File: src/rtl/uart_rx_os.sv
// uart_rx_os: oversampling UART receiver with 3-sample majority vote and configurable frame format.
// Define UART_RX_BREAK_DET_EN to add the BREAK_DET strobe and suppress VALID_RX on break frames.
module uart_rx_os #(
  parameter int CLK_FREQ   = 50_000_000,
  parameter int BAUD       = 9600,
  parameter int OVERSAMPLE = 16,
  parameter int DATA_WIDTH = 8,
  parameter int STOP_BITS  = 1
) (
  input  logic                  CLK,
  input  logic                  RST,
  input  logic                  RX_IN,
  input  logic                  par_EN,
  input  logic                  par_TYP,
  output logic [DATA_WIDTH-1:0] RXDATA,
  output logic                  VALID_RX,
  output logic                  PARITY_ERROR,
  output logic                  STOP_ERROR,
`ifdef UART_RX_BREAK_DET_EN
  output logic                  BREAK_DET,
`endif
  output logic                  busy
);

  localparam int DIV   = CLK_FREQ / (BAUD * OVERSAMPLE);
  localparam int DIV_W = (DIV > 1) ? $clog2(DIV) : 1;
  localparam int OS_W  = $clog2(OVERSAMPLE);

  localparam logic [DIV_W-1:0] DIV_LAST  = DIV_W'(DIV - 1);
  localparam logic [OS_W-1:0]  OS_LAST   = OS_W'(OVERSAMPLE - 1);
  localparam logic [OS_W-1:0]  SMP_A     = OS_W'(OVERSAMPLE / 2 - 2);
  localparam logic [OS_W-1:0]  SMP_B     = OS_W'(OVERSAMPLE / 2 - 1);
  localparam logic [OS_W-1:0]  SMP_C     = OS_W'(OVERSAMPLE / 2);
  localparam logic [3:0]       DATA_LAST = 4'(DATA_WIDTH - 1);
  localparam logic [3:0]       STOP_LAST = 4'(STOP_BITS - 1);

  localparam logic [2:0] S_IDLE   = 3'd0;
  localparam logic [2:0] S_START  = 3'd1;
  localparam logic [2:0] S_DATA   = 3'd2;
  localparam logic [2:0] S_PARITY = 3'd3;
  localparam logic [2:0] S_STOP   = 3'd4;

  function automatic logic f_maj3(input logic a, input logic b, input logic c);
    return (a & b) | (a & c) | (b & c);
  endfunction

  function automatic logic f_parity(input logic [DATA_WIDTH-1:0] d);
    return ^d;
  endfunction

  logic                  r_sync1, r_sync2, r_prev;
  logic [2:0]            r_state;
  logic [DIV_W-1:0]      r_div_cnt;
  logic [OS_W-1:0]       r_os_cnt;
  logic [3:0]            r_bit_cnt;
  logic [1:0]            r_smp;
  logic [DATA_WIDTH-1:0] r_shift;
  logic                  r_par_en, r_par_typ, r_par_err, r_stop_err;
`ifdef UART_RX_BREAK_DET_EN
  logic                  r_par_bit;
  logic                  w_break;
`endif

  logic w_tick, w_start, w_smp_shift, w_vote_done, w_vote;

  // Ticks stop while idle; samples are taken as the tick counter steps onto OS/2-1, OS/2, OS/2+1.
  assign w_tick      = busy & (r_div_cnt == {DIV_W{1'b0}});
  assign w_start     = (r_state == S_IDLE) & r_prev & ~r_sync2;
  assign w_smp_shift = w_tick & ((r_os_cnt == SMP_A) | (r_os_cnt == SMP_B));
  assign w_vote_done = w_tick & (r_os_cnt == SMP_C);
  assign w_vote      = f_maj3(r_smp[1], r_smp[0], r_sync2);
`ifdef UART_RX_BREAK_DET_EN
  assign w_break     = (r_bit_cnt == 4'd0) & (r_shift == {DATA_WIDTH{1'b0}}) & ~w_vote
                       & ~(r_par_en & r_par_bit);
`endif

  // Line synchroniser and previous-value register for falling-edge detection.
  always_ff @(posedge CLK or negedge RST) begin
    if (!RST) begin
      r_sync1 <= 1'b1;
      r_sync2 <= 1'b1;
      r_prev  <= 1'b1;
    end else begin
      r_sync1 <= RX_IN;
      r_sync2 <= r_sync1;
      r_prev  <= r_sync2;
    end
  end

  // Baud tick divider and oversample counter, realigned to each detected start edge.
  always_ff @(posedge CLK or negedge RST) begin
    if (!RST) begin
      r_div_cnt <= {DIV_W{1'b0}};
      r_os_cnt  <= {OS_W{1'b0}};
      r_smp     <= 2'b00;
    end else begin
      if (w_start) begin
        r_div_cnt <= DIV_LAST;
        r_os_cnt  <= {OS_W{1'b0}};
      end else if (w_tick) begin
        r_div_cnt <= DIV_LAST;
        r_os_cnt  <= (r_os_cnt == OS_LAST) ? {OS_W{1'b0}} : r_os_cnt + {{(OS_W-1){1'b0}}, 1'b1};
      end else if (busy) begin
        r_div_cnt <= r_div_cnt - {{(DIV_W-1){1'b0}}, 1'b1};
      end
      if (w_smp_shift) begin
        r_smp <= {r_smp[0], r_sync2};
      end
    end
  end

  // Frame FSM: collects voted bits, accumulates errors and publishes the completed frame.
  always_ff @(posedge CLK or negedge RST) begin
    if (!RST) begin
      r_state      <= S_IDLE;
      r_bit_cnt    <= 4'd0;
      r_shift      <= {DATA_WIDTH{1'b0}};
      r_par_en     <= 1'b0;
      r_par_typ    <= 1'b0;
      r_par_err    <= 1'b0;
      r_stop_err   <= 1'b0;
      RXDATA       <= {DATA_WIDTH{1'b0}};
      VALID_RX     <= 1'b0;
      PARITY_ERROR <= 1'b0;
      STOP_ERROR   <= 1'b0;
      busy         <= 1'b0;
`ifdef UART_RX_BREAK_DET_EN
      r_par_bit    <= 1'b0;
      BREAK_DET    <= 1'b0;
`endif
    end else begin
      VALID_RX <= 1'b0;
`ifdef UART_RX_BREAK_DET_EN
      BREAK_DET <= 1'b0;
`endif
      case (r_state)
        S_IDLE: begin
          if (w_start) begin
            r_state    <= S_START;
            busy       <= 1'b1;
            r_par_en   <= par_EN;
            r_par_typ  <= par_TYP;
            r_par_err  <= 1'b0;
            r_stop_err <= 1'b0;
          end
        end
        S_START: begin
          if (w_vote_done) begin
            if (w_vote) begin
              r_state <= S_IDLE;
              busy    <= 1'b0;
            end else begin
              r_state   <= S_DATA;
              r_bit_cnt <= 4'd0;
            end
          end
        end
        S_DATA: begin
          if (w_vote_done) begin
            r_shift <= {w_vote, r_shift[DATA_WIDTH-1:1]};
            if (r_bit_cnt == DATA_LAST) begin
              r_bit_cnt <= 4'd0;
              r_state   <= r_par_en ? S_PARITY : S_STOP;
            end else begin
              r_bit_cnt <= r_bit_cnt + 4'd1;
            end
          end
        end
        S_PARITY: begin
          if (w_vote_done) begin
            r_par_err <= f_parity(r_shift) ^ w_vote ^ r_par_typ;
`ifdef UART_RX_BREAK_DET_EN
            r_par_bit <= w_vote;
`endif
            r_state   <= S_STOP;
          end
        end
        S_STOP: begin
          if (w_vote_done) begin
`ifdef UART_RX_BREAK_DET_EN
            if (w_break) begin
              BREAK_DET  <= 1'b1;
              STOP_ERROR <= 1'b1;
              r_state    <= S_IDLE;
              busy       <= 1'b0;
            end else
`endif
            if (r_bit_cnt == STOP_LAST) begin
              RXDATA       <= r_shift;
              PARITY_ERROR <= r_par_err;
              STOP_ERROR   <= r_stop_err | ~w_vote;
              VALID_RX     <= 1'b1;
              r_state      <= S_IDLE;
              busy         <= 1'b0;
            end else begin
              r_stop_err <= r_stop_err | ~w_vote;
              r_bit_cnt  <= r_bit_cnt + 4'd1;
            end
          end
        end
        default: begin
          r_state <= S_IDLE;
          busy    <= 1'b0;
        end
      endcase
    end
  end

endmodule

File: config.mk
export PLATFORM = sky130hd
export DESIGN_NAME = uart_rx_os
export DESIGN_NICKNAME = d
export VERILOG_FILES = /design/src/rtl/uart_rx_os.sv
export SDC_FILE = /design/constraint.sdc
export NUM_CORES = 1
export LEC_CHECK = 0
export CAP_MARGIN = 15
export CORE_ASPECT_RATIO = 1.1
export CORE_MARGIN = 4
export CORE_UTILIZATION = 30
export CTS_CLUSTER_DIAMETER = 60
export DETAILED_ROUTE_END_ITERATION = 7
export GPL_ROUTABILITY_DRIVEN = 0
export HOLD_SLACK_MARGIN = 0.06
export PLACE_DENSITY_LB_ADDON = 0.2
export SYNTH_ARGS = -nofsm -noshare
export SYNTH_HDL_FRONTEND = slang
export SYNTH_SLANG_ARGS = --single-unit
File: constraint.sdc
create_clock -name CLK -period 2 [get_ports CLK]
set_input_delay 0.2 -clock CLK [delete_from_list [all_inputs] [get_ports CLK]]
set_output_delay 0.2 -clock CLK [all_outputs]
set_load 0.01 [all_outputs]
==> results of run 1 <==
[cell usage after synthesis, types with 4 or more instances]
| master | number | area share (%) |
|---|---|---|
| mux2_2 | 17 | 7.9 |
| clkbuf_1 | 4 | 0.62 |
| dfrtp_1 | 46 | 48 |
| nand2b_1 | 4 | 1.0 |
| nor3b_1 | 4 | 1.2 |
| nor3_1 | 4 | 0.83 |
| inv_1 | 10 | 1.6 |
| nand3_1 | 4 | 0.83 |
| nand2_1 | 24 | 3.7 |
| o21ai_0 | 12 | 2.5 |
| xor2_1 | 4 | 1.4 |
| a21oi_1 | 10 | 2.1 |
| nor2_1 | 14 | 2.2 |
| xnor2_1 | 12 | 4.3 |
| ha_1 | 6 | 3.1 |
[through the flow]
step	utilization, %	total power, mW	std cells	area, sq um
floorplan	-	2.09	220	2430
global placement	37.9	2.65	375	2980
detailed placement	37.9	2.64	375	2980
CTS	39.4	3.34	385	3100
global route	39.9	3.57	386	3140
finish	39.9	3.29	386	3140
[critical path: cells and delay by family (launching register included)]
kind,cells,cell delay (ns)
muxes,1,0.29
AOI/OAI and AO/OA,2,0.38
and+or+nand+nor,2,0.95
DFF,1,0.39
[layer usage]
layer | vias up | track usage [%] | part of all wire [%]
li1 | 877 | - | -
met1 | 857 | 15.6 | 49
met2 | 17 | 18.6 | 47
met3 | 5 | 2.28 | 2.5
met4 | 0 | 3.67 | 1.3
met5 | - | 0 | 0
[cell usage in the layout (no fill, tap or decap), types with 5 or more instances in the layout]
cell             netlist  final
a21oi_1               10     10
buf_4                  1     37
clkbuf_8               0      5
clkdlybuf4s50_1        0     15
dfrtp_1               46     46
ha_1                   6      6
inv_1                 10     10
mux2_2                17     17
nand2_1               24     24
nor2_1                14     14
o21ai_0               12     12
xnor2_1               12     12
[final cells by class]
type,count,area (sq um),area share (%)
clock inverters,3,28.8,0.917
multi-input cells,155,1150,36.8
inverters,10,37.5,1.20
repair buffers,56,483,15.4
flip-flops and latches,49,1230,39.2
well taps,108,135,4.31
clock buffers,5,68.8,2.19
[registers in the layout, indices dropped and copies added (netlist names)]
register,flops
PARITY_ERROR,1
RXDATA,8
STOP_ERROR,1
VALID_RX,1
busy,1
r_bit_cnt,4
r_div_cnt,9
r_os_cnt,4
r_par_en,1
r_par_err,1
r_par_typ,1
r_prev,1
r_shift,8
r_smp,2
r_state,3
r_stop_err,1
r_sync1,1
r_sync2,1
[power by group through the flow]
| stage | logic (mW) | registers (mW) | clock network [mW] |
|---|---|---|---|
| after floorplan | 0.781 | 1.31 | 0 |
| after global placement | 1.33 | 1.32 | 0 |
| after detailed placement | 1.32 | 1.32 | 0 |
| after CTS | 1.37 | 1.31 | 0.668 |
| after global routing | 1.53 | 1.34 | 0.705 |
| final | 1.35 | 1.30 | 0.638 |
[what timing repair did]
| item | in CTS | in global routing |
|---|---|---|
| gates resized for setup | 1 | 5 |
| endpoints found under the setup margin | 14 | 23 |
| pin swaps | 0 | 1 |
| buffers inserted | 1 | 1 |
| hold endpoints to repair | 19 | 0 |
| hold buffers | 1 | 0 |
[logic make-up (layout without fill, tap and decap cells)]
group	count (synthesis)	count (layout)
muxes	23	23
adders and majority gates	7	7
buffers and inverters	16	74
xor gates and xnor gates	16	16
DFF	49	49
and+or+nand+nor	73	73
AOI/OAI and AO/OA	36	36
[worst max path at each step]
| stage | depth (start not counted) | slack [ns] | from | endpoint |
|---|---|---|---|---|
| 2_1_floorplan | 5 | -0.09 | r_div_cnt[6] | r_state[2] |
| 3_3_place_gp | 5 | -0.07 | r_div_cnt[6] | r_state[2] |
| 3_5_place_dp | 5 | -0.1 | r_div_cnt[6] | r_state[2] |
| 4_1_cts | 5 | -0.09 | r_div_cnt[6] | r_state[2] |
| 5_1_grt | 5 | -0.16 | r_div_cnt[6] | r_state[2] |
| 6_report | 5 | -0.1 | r_div_cnt[6] | r_state[2] |
==> impl_metrics.csv, run 1 <==
group,metric,value,unit
drt,drc,0,
timing,setup-tns-final,-0.785,ns
timing,setup_viol,13,
worst_setup_path,slowest_stage,"or4_4",
clock_network,insertion_delay,0.31,ns
yosys,syn_nets,231,
die,die_area,9560,sq um
pwr,p_int,2.15,mW
worst_setup_path,reg2reg_to,"r_state[2]",
worst_setup_path,timing.rr.start,"r_div_cnt[6]",
grt,grt_pass1_vias,1819,
yosys,yosysUniqueCellTypes,47,
hold_path,holdCritPathClass,"input port to flop",
timing,timing.final.ws_setup,-0.0971,ns
clock_network,cts_buffers,5,
die,start_util,30.7,%
pwr,p_per_area,1050,nW/um^2
run_status,status,"finished with violations",
grt,grt_max_degree,31,
worst_setup_path,worstSetupStartpointType,"flop",
drt,drtPass1Iterations,4,
drt,wire_per_inst,12.8,microns
worst_setup_path,rrSetupSlack,-0.1,ns
run,maxCapViolations,0,
yosys,synth_compound_area_share,10.2,%
yosys,yosys-mux-area-fraction,10.6,%
yosys,syn_inst,220,
yosys,synth.avg_cell_area,11.0,sq um
die,io_pins,17,
grt,grt_antenna_before_repair,0,
clock_network,cts_tree,"done",
yosys,synth_fa_ha_area_share,3.52,%
die,fp.dieH,102,microns
clock_network,ctsHtreeMaxLevel,2,
run_status,violations,"setup timing",
pwr,p_clk_share,19.4,%
drt,drtIter0Drc,87,
yosys,async_flop_share,100,%
timing,max_freq,0.477,GHz
timing,tightest_slew,0.530,ns
pwr,swShare,34.5,%
yosys,yosys_warnings,0,
final_layout,drive_gt1_share,29.9,%
yosys,synth_xor_area_share,5.79,%
drt,routed_wl,4.95,mm
worst_setup_path,critPathKind,"flop to flop",
drt,ant_nets,0,
pwr,p_comb_share,41.0,%
timing,whs,0.293,ns
drt,vias_per_cell,4.55,
yosys,synth_top_family_by_area,"simple AND/OR/NAND/NOR gates",
placed_design,dp_slack,-0.0976,ns
worst_setup_path,reg2reg_depth,5,
clock_network,cts.clk_slew.worst_paths,0.10,ns
worst_setup_path,critPathArrivalTime,2.30,ns
yosys,synth_edf_count,0,
final_layout,area_growth,29.7,%
grt,grt_use_total,11.5,%
clock_network,cts_root_buf,"clkbuf_8",
yosys,ys.flop_type,"dfrtp_1",
pwr,leakagePower,1.43,nW
drt,vias,1756,
yosys,ys_ff_latch,49,
placed_design,portBuffers,16,
yosys,ys_seq_area_share,50.9,%
final_layout,fillers,789,
pwr,p_sw,1.14,mW
die,die_w,93.6,microns
yosys,synthSimpleGateAreaFrac,16.4,%
hold_path,hp-start,"RX_IN",
hold_path,whs_endpoint,"r_sync1",
die,core_area,7870,sq um
timing,finalCritPeriodShare,105,%
timing,drv_slew,0,
timing,post-route-min-period,2.10,ns
final_layout,finalNetCount,288,
timing,hold_violations,0,
worst_setup_path,cp_max_fo,4,
worst_setup_path,crit_chain,"or4_4 > or3_4 > a22oi_4 > o211a_4 > mux2_4",
yosys,synth_area,2420,sq um
timing,rsz0062_at_grt,"true",
placed_design,post-dp-hpwl,3.64,mm
pwr,vdd_drop_max,337,uV
clock_network,clock_sinks,49,
pwr,p_seq_share,39.6,%
worst_setup_path,crit_required,2.20,ns
worst_setup_path,endpoint_kind,"flop",
hold_path,holdPathStages,1,
grt,overflow,0,
clock_network,clockBufferDepth,2,
die,rows,34,
timing,slew_headroom,64.7,%
worst_setup_path,cp_slowest_stage_delay,0.57,ns
final_layout,antenna_cells,0,
grt,grt_pass1_wl,8.76,mm
timing,fin_skew,0.0106,ns
Power figures use the tool's default switching activity.
==> inputs of run 2 (changes only) <==
- ABC_AREA: unset -> 1
- GPL_TIMING_DRIVEN: unset -> 0
==> impl_metrics.csv, run 2 <==
group,metric,value,unit
yosys,synth_top_area_share,42.3,%
worst_setup_path,cp_max_fo,10,
clock_network,clock_sinks,49,
clock_network,cts.clk_slew.worst_paths,0.10,ns
die,io_pins,17,
timing,whs,0.298,ns
yosys,synth_top_family_by_area,"simple AND/OR/NAND/NOR gates",
final_layout,finalNetCount,367,
die,die_area,10700,sq um
drt,drc,0,
clock_network,insertion_delay,0.31,ns
timing,setup_viol,0,
placed_design,portBuffers,16,
final_layout,final_cell_mix,"nand2_1, dfrtp_1, inv_1",
run,maxCapViolations,0,
drt,routed_wl,5.59,mm
worst_setup_path,cp.depth,10,
drt,drtIter0Drc,59,
yosys,ys.flop_type,"dfrtp_1",
worst_setup_path,reg2reg_depth,10,
timing,tightest_slew,0.581,ns
worst_setup_path,path_delay_family,"simple AND/OR/NAND/NOR gates",
final_layout,drive_gt1_share,16.5,%
final_layout,fin_area,3150,sq um
clock_network,ctsHtreeMaxLevel,2,
yosys,synth_edf_count,0,
die,die_w,98.9,microns
drt,drtPass1Iterations,5,
pwr,leakagePower,1.51,nW
timing,hold_violations,0,
worst_setup_path,endpoint_kind,"flop",
worst_setup_path,worstSetupStartpointType,"flop",
grt,grt_pass1_wl,9.65,mm
worst_setup_path,crit_chain,"inv_1 > ha_4 > nand2_1 > nor2_4 > nand2_2 > nor2_4 > nand2_2 > buf_6 > nand2_1 > o21ai_2",
yosys,synth_area,2720,sq um
yosys,synth_common_cells,"nand2_1, dfrtp_1, inv_1",
worst_setup_path,crit_required,2.18,ns
timing,max_freq,0.548,GHz
final_layout,antenna_cells,0,
yosys,yosys-mux-area-fraction,0.367,%
worst_setup_path,slowest_stage,"dfrtp_1",
final_layout,reg_top3,"r_div_cnt: 9 flops, RXDATA: 8 flops, r_shift: 8 flops",
timing,post-route-min-period,1.83,ns
clock_network,cts_root_buf,"clkbuf_8",
yosys,synth_compound_area_share,11.5,%
final_layout,ff_latch_area,1230,sq um
clock_network,cts_tree,"done",
timing,rsz0062_at_grt,"false",
die,rows,36,
run_status,status,"finished clean",
placed_design,dpl_cell_area,3040,sq um
final_layout,top_register,"r_div_cnt",
worst_setup_path,reg2reg_to,"r_shift[7]",
clock_network,post_cts_buffers,0,
worst_setup_path,critPathKind,"flop to flop",
yosys,synth.avg_cell_area,8.23,sq um
yosys,ys_ff_latch,49,
worst_setup_path,path_buf_inv,2,
pwr,vdd_drop_max,497,uV
clock_network,clockBufferDepth,2,
final_layout,final_common_cell,"nand2_1",
drt,vias,2124,
placed_design,post-dp-hpwl,4.07,mm
grt,grt_antenna_before_repair,0,
yosys,yosysUniqueCellTypes,33,
timing,slew_headroom,61.0,%
yosys,yosys_warnings,0,
worst_setup_path,crit_start,"r_div_cnt[0]",
worst_setup_path,timing.rr.start,"r_div_cnt[0]",
yosys,yosys-top-cells-area,"dfrtp_1, nand2_1, o21ai_2",
grt,grt_max_degree,34,
timing,fin_skew,0.00858,ns
yosys,ys_seq_area_share,45.2,%
grt,grt_pass1_vias,2078,
final_layout,area_growth,15.6,%
drt,wire_per_inst,11.9,microns
final_layout,fillers,921,
die,core_area,8870,sq um
timing,finalCritPeriodShare,91.3,%
grt,overflow,0,
drt,vias_per_cell,4.51,
hold_path,holdCritPathClass,"input port to flop",
grt,grt_use_total,11.2,%
clock_network,cts_buffers,5,
worst_setup_path,critPathArrivalTime,2.01,ns
die,fp.dieH,108,microns
final_layout,largest_register_ffs,9,
pwr,p_per_area,1030,nW/um^2
die,start_util,30.7,%
final_layout,multiInputGateArea,1310,sq um
timing,setup-tns-final,0,ns
yosys,syn_inst,331,
yosys,synth_xor_area_share,3.22,%
drt,ant_nets,0,
timing,drv_slew,0,
yosys,async_flop_share,100,%
worst_setup_path,rrSetupSlack,0.17,ns
yosys,synth_most_common_cell,"nand2_1",
worst_setup_path,cp_slowest_stage_delay,0.40,ns
worst_setup_path,endpoint,"r_shift[7]",
yosys,yosys.area.top_type,"dfrtp_1",
yosys,synthSimpleGateAreaFrac,29.8,%
yosys,synth_fa_ha_area_share,2.76,%
yosys,syn_nets,342,
[run 2: changes by cell type in the layout (fill, tap and decap cells not counted), moves of 7 or more]
cell | before | now
buf_4 | 37 | 0
o21ai_2 | 0 | 16
nand2_1 | 24 | 104
nor2_1 | 14 | 23
inv_1 | 10 | 34
nand3_1 | 4 | 22
mux2_2 | 17 | 0
inv_2 | 0 | 7
xnor2_1 | 12 | 3
[run 2: timing repair]
action / CTS / global route
hold buffers: 1 / 0
resized for setup: 0 / 2
hold endpoints to repair: 16 / 0
endpoints found under the setup margin: 0 / 3
[run 2: worst min path at each step]
stage | startpoint | end | slack (ns) | cells past startpoint
after global placement | r_sync1 | r_sync2 | 0.35 | 0
final | RX_IN | r_sync1 | 0.30 | 1
after CTS | RX_IN | r_sync1 | 0.29 | 1
after global routing | RX_IN | r_sync1 | 0.28 | 1
after detailed placement | RST | RXDATA[4] | 0.19 | 1
after floorplan | RST | PARITY_ERROR | -0.1 | 0
[run 2: power breakdown]
part	internal [mW]	switching [mW]
sequential	1.18	0.195
clock	0.251	0.342
combinational	0.456	0.829
[run 2: cells by family (layout without fill, tap and decap cells)]
| family | after synthesis | count (layout) |
|---|---|---|
| and+or+nand+nor | 173 | 173 |
| DFF | 49 | 49 |
| AOI/OAI and AO/OA | 46 | 46 |
| buffers and inverters | 46 | 72 |
| xor gates and xnor gates | 10 | 10 |
| adders and majority gates | 6 | 6 |
| muxes | 1 | 1 |
[run 2: layout make-up]
class | instances | share of cell area, %
repair buffers | 18 | 5.88
clock inverters | 1 | 0.278
flip-flops and latches | 49 | 39.1
inverters | 44 | 5.48
plain buffers | 2 | 0.715
well taps | 114 | 4.53
multi-input cells | 236 | 41.6
clock buffers | 7 | 2.42
[run 2: layer usage]
layer,share of wire (%),wire [microns],GRT usage [%],up-vias
li1,-,-,-,1108
met4,1.3,72,4.00,0
met3,2.8,154,2.45,6
met2,47,2610,18.8,22
met5,0,0,0,-
met1,49,2750,14.3,988
[run 2: worst reg2reg max path, stage by stage, from the launching register on]
cell     delay [ns]
dfrtp_1        0.40
inv_1          0.14
ha_4           0.18
nand2_1        0.10
nor2_4         0.16
nand2_2        0.12
nor2_4         0.15
nand2_2        0.15
buf_6          0.19
nand2_1        0.07
o21ai_2        0.05
[run 2: metrics by stage]
step	setup slack, ns	utilization [%]	power (mW)	std cells
final	0.174	35.5	3.25	471
after global routing	0.0252	35.5	3.55	471
after CTS	0.0719	35.3	3.26	471
after detailed placement	0.0844	34.3	2.64	462
after global placement	-0.829	34.1	2.63	461
after floorplan	0.370	-	2.35	331
